[config.mk]
export PLATFORM = sky130hd
export DESIGN_NAME = fifo_word_packer
export DESIGN_NICKNAME = d
export VERILOG_FILES = /design/src/rtl/fifo_word_packer.sv
export SDC_FILE = /design/constraint.sdc
export NUM_CORES = 1
export LEC_CHECK = 0
export ABC_CLOCK_PERIOD_IN_PS = 2100
export CORE_ASPECT_RATIO = 0.6
export CORE_MARGIN = 2
export CORE_UTILIZATION = 45
export DETAILED_ROUTE_END_ITERATION = 7
export HOLD_SLACK_MARGIN = 0.06
export PLACE_DENSITY_LB_ADDON = 0.12
export SETUP_SLACK_MARGIN = 0.05
export SKIP_CTS_REPAIR_TIMING = 1
export SLEW_MARGIN = 15
export SYNTH_ARGS = -nofsm -noshare
export SYNTH_HDL_FRONTEND = slang
export SYNTH_SLANG_ARGS = --single-unit
[constraint.sdc]
create_clock -name clk -period 2.1 [get_ports clk]
set_clock_uncertainty 0.1 [all_clocks]
set_input_delay 0.63 -clock clk [delete_from_list [all_inputs] [get_ports clk]]
set_output_delay 0.63 -clock clk [all_outputs]
set_load 0.005 [all_outputs]
[src/rtl/fifo_word_packer.sv]
// Packs RATIO consecutive FIFO words into one wide beat on a valid/ready stream.
// A flush closes the current partial beat early and tags it with out_last.
module fifo_word_packer #(
  parameter int WIDTH = 8,
  parameter int RATIO = 4,
  parameter int CNTW  = $clog2(RATIO) + 1
) (
  input  logic                   clk,
  input  logic                   rst,
  input  logic                   fifo_empty,
  input  logic [WIDTH-1:0]       fifo_data,
  output logic                   fifo_pop,
  input  logic                   flush,
  output logic                   out_valid,
  input  logic                   out_ready,
  output logic [WIDTH*RATIO-1:0] out_data,
  output logic [CNTW-1:0]        out_count,
  output logic                   out_last
);

  localparam logic [CNTW-1:0] FULL_CNT = CNTW'(RATIO);

  logic [WIDTH*RATIO-1:0] acc_q, acc_d;
  logic [CNTW-1:0]        acc_cnt_q, acc_cnt_d;
  logic                   flush_pend_q, flush_pend_d;
  logic                   out_valid_q, out_valid_d;
  logic [WIDTH*RATIO-1:0] out_data_q, out_data_d;
  logic [CNTW-1:0]        out_count_q, out_count_d;
  logic                   out_last_q, out_last_d;
  logic                   slot_free;
  logic                   xfer;
  logic                   pop;

  always_comb begin
    slot_free = !out_valid_q || out_ready;
    xfer      = slot_free && ((acc_cnt_q == FULL_CNT) || (flush_pend_q && (acc_cnt_q != '0)));
    pop       = !rst && !fifo_empty && !flush && !flush_pend_q &&
                ((acc_cnt_q < FULL_CNT) || xfer);
  end

  assign fifo_pop = pop;

  always_comb begin
    acc_d        = acc_q;
    acc_cnt_d    = acc_cnt_q;
    flush_pend_d = flush_pend_q;
    out_valid_d  = out_valid_q;
    out_data_d   = out_data_q;
    out_count_d  = out_count_q;
    out_last_d   = out_last_q;

    if (out_valid_q && out_ready) begin
      out_valid_d = 1'b0;
    end

    if (xfer) begin
      out_valid_d = 1'b1;
      out_data_d  = acc_q;
      out_count_d = acc_cnt_q;
      out_last_d  = flush_pend_q;
      acc_d       = '0;
      acc_cnt_d   = '0;
    end

    // A pop that coincides with a transfer starts the fresh accumulator at slot 0.
    if (pop) begin
      if (xfer) begin
        acc_d[WIDTH-1:0] = fifo_data;
        acc_cnt_d        = CNTW'(1);
      end else begin
        for (int k = 0; k < RATIO; k++) begin
          if (acc_cnt_q == CNTW'(k)) begin
            acc_d[k*WIDTH +: WIDTH] = fifo_data;
          end
        end
        acc_cnt_d = acc_cnt_q + CNTW'(1);
      end
    end

    // Repeat flushes merge into the pending one; an empty accumulator drops it.
    if (flush_pend_q) begin
      if (xfer || (acc_cnt_q == '0)) begin
        flush_pend_d = 1'b0;
      end
    end else begin
      flush_pend_d = flush;
    end
  end

  always_ff @(posedge clk) begin
    if (rst) begin
      acc_q        <= '0;
      acc_cnt_q    <= '0;
      flush_pend_q <= 1'b0;
      out_valid_q  <= 1'b0;
      out_data_q   <= '0;
      out_count_q  <= '0;
      out_last_q   <= 1'b0;
    end else begin
      acc_q        <= acc_d;
      acc_cnt_q    <= acc_cnt_d;
      flush_pend_q <= flush_pend_d;
      out_valid_q  <= out_valid_d;
      out_data_q   <= out_data_d;
      out_count_q  <= out_count_d;
      out_last_q   <= out_last_d;
    end
  end

  assign out_valid = out_valid_q;
  assign out_data  = out_data_q;
  assign out_count = out_count_q;
  assign out_last  = out_last_q;

endmodule

==> run_results.csv <==
group,metric,value,unit
run_status,status,"complete, but fails checks",
run_status,violations,"negative setup slack",
cells_and_area,drive_gt1_share,15.4,%
cells_and_area,diodes,0,
floorplanning,pin_count,51,
floorplanning,die-width,105,um
global_routing,antenna_found_initial,0,
cells_and_area,areaGrowthSynthToFinish,36.8,%
clock_network,insertion_delay,0.36,ns
sta,tns,-0.0582,ns
power,p_leak,1.33,nW
drt,vias,2488,
sta,worstMarginPinSlew,0.443,ns
worst_setup_path,cp_slowest_cell,"dfxtp_2",
cells_and_area,finalNonFillerCells,492,
worst_setup_path,critical_path_class,"flip-flop to output port",
sta,setup_ws,-0.0582,ns
clock_network,clk_path_buf_depth,2,
drt,drtPass1Iterations,4,
floorplanning,initial_utilization,45.7,%
drt,drt_first_iter_violations,142,
synth,syn_area,2760,um^2
synth,yosys_warnings,0,
sta,drv_slew,0,
worst_setup_path,crit_buf_inv,2,
worst_setup_path,crit_family,"flip-flops",
worst_setup_path,cp.required,1.37,ns
clock_network,h-tree-depth,3,
synth,postSynthCellCount,331,
synth,seq_area_frac_synth,53.0,%
synth,synth.top_cells.by_area,"dfxtp_1, nand2_1, a21oi_1, nand3_1, ha_1",
sta,rsz0062_at_grt,"true",
drt,drc_errors,0,
global_routing,grt_max_degree,43,
synth,synth_top_area_cell,"dfxtp_1",
worst_setup_path,path_cells,"inv_2 > ha_4 > nor2_4 > o21ai_2 > and2_4 > clkbuf_2",
sta,relSlewSlack,70.5,%
synth,syn_avg_cell_area,8.33,um^2
min_path,min_path_type,"flip-flop to flip-flop",
clock_network,cts_made_buffers,9,
synth,synth_top_area_share,53.0,%
global_routing,grt_pass1_vias,2344,
drt,vias_per_cell,5.06,
sta,hold_viol,0,
power,irDropWorstVdd,390,uV
placement,place_inst,475,
clock_network,clkSinkCount,73,
drt,ant_nets,0,
worst_setup_path,crit_arrival,1.43,ns
sta,setup_viol,1,
drt,wl,6950,um
synth,synth.distinct_cells,29,
global_routing,grt_usage,22.2,%
global_routing,grt_pass1_wl,11300,um
global_routing,grt-ovfl-total,0,
synth,synth_ff_type,"dfxtp_1",
clock_network,ctsRootBufferMaster,"clkbuf_8",
cells_and_area,finalNetCount,423,
worst_setup_path,setup.worst_path.end_class,"output port",
drt,routedWlPerCell,14.1,um
worst_setup_path,critPathLaunchType,"flip-flop",
placement,io_buffers,50,
synth,synth_nets,349,
worst_setup_path,path_max_fanout,2,
floorplanning,coreArea,6030,um^2
floorplanning,rows,22,
floorplanning,die_area,6790,um^2
placement,dp_hpwl,4740,um
synth,ys_ff_latch,73,
floorplanning,die_h,64.6,um
synth,synth_edf_count,0,
power,power.density,705,nW/um^2
placement,place.gp.congestion,0.896,
synth,async_flop_share,0,%
sta,period_minus_slack,2.16,ns
clock_network,path_clk_slew,0.07,ns
clock_network,cts_tree,"yes",
sta,fin_crit_sh,103,%
sta,fmax,0.463,GHz
flow_run,maxCapViolations,0,
worst_setup_path,crit_path_max_incr_delay,0.33,ns
[cell usage in the layout, fill, tap and decap left out, types with 2 or more instances in the layout]
cell type	n
nand2_1	91
dfxtp_1	70
a21oi_1	64
clkdlybuf4s50_1	45
nand3_1	31
buf_4	30
clkbuf_8	10
o21ai_0	8
inv_1	6
a22o_1	4
o31ai_1	4
ha_1	4
dlymetal6s2s_1	4
buf_12	4
dfxtp_2	3
and2_4	2
inv_2	2
nor2_1	2
nand2b_1	2
o41ai_1	2
[report_power, final]
| part | switching, mW | internal, mW |
|---|---|---|
| combinational | 0.105 | 0.0867 |
| sequential | 0.00834 | 1.40 |
| clock | 0.495 | 0.566 |
[flip-flops by register name, indices dropped and copies added, names as in the netlist]
signal / count
out_data: 32
out_count: 3
flush_pend_q: 1
out_valid: 1
out_last: 1
acc_q: 32
acc_cnt_q: 3
[final cells by class]
cell class	count	area, um^2
Sequential cell	73	1470
Timing Repair Buffer	84	811
Clock buffer	11	141
Multi-Input combinational cell	229	1170
Clock inverter	3	42.5
Tap cell	84	105
Fill cell	534	2260
Inverter	8	30.0
[final timing paths]
kind / from / to / slack (ns) / depth (start not counted)
setup / recovery: acc_cnt_q[1] / fifo_pop / -0.06 / 6
hold / removal: acc_q[4] / out_data[4] / 0.35 / 2
setup reg to reg: acc_cnt_q[0] / out_data[29] / 0.14 / 9
hold reg to reg: acc_q[4] / out_data[4] / 0.35 / 2
[per-stage QoR]
step	power, mW	setup slack (ns)	area [um^2]	hold WS, ns	utilization [%]
global route	2.76	-0.115	3770	0.372	62.5
global placement	1.62	-0.741	3530	0.340	58.5
CTS	2.67	-0.748	3710	0.357	61.5
finish	2.66	-0.0582	3770	0.352	62.5
floorplan	1.52	0.0625	2760	0.328	-
detailed placement	1.62	-0.730	3530	0.345	58.5
[logic make-up (layout without fill, tap and decap cells)]
family | Yosys count | in the layout | share of synthesized area (%)
simple gates | 136 | 136 | 21.6
compound gates | 87 | 87 | 17.2
flops | 73 | 73 | 53.0
buf+inv | 29 | 106 | 5.54
fa+ha+maj | 5 | 5 | 2.27
mux | 1 | 1 | 0.363
[tightest hold or removal path: stages, from the launching register on]
cell and delay, ns:
dfxtp_1 0.31, nand2_1 0.05, a21oi_1 0.05
[per-layer routing]
metal	GRT usage, %	wire length (um)	vias to the layer above
li1	-	-	1261
met1	29.9	3410	1126
met2	33.0	2870	82
met3	6.94	483	19
met4	9.17	182	0
met5	0	0	-
[synthesized netlist by cell type (2+ instances only)]
library cell  instances
nand2_1              91
dfxtp_1              73
a21oi_1              65
nand3_1              31
buf_2                12
inv_1                 8
o21ai_0               8
clkbuf_1              6
ha_1                  5
a22o_1                4
o31ai_1               4
nor2_1                3
and2_1                2
nand2b_1              2
o21ai_1               2
o41ai_1               2
Power figures use the tool's default switching activity.
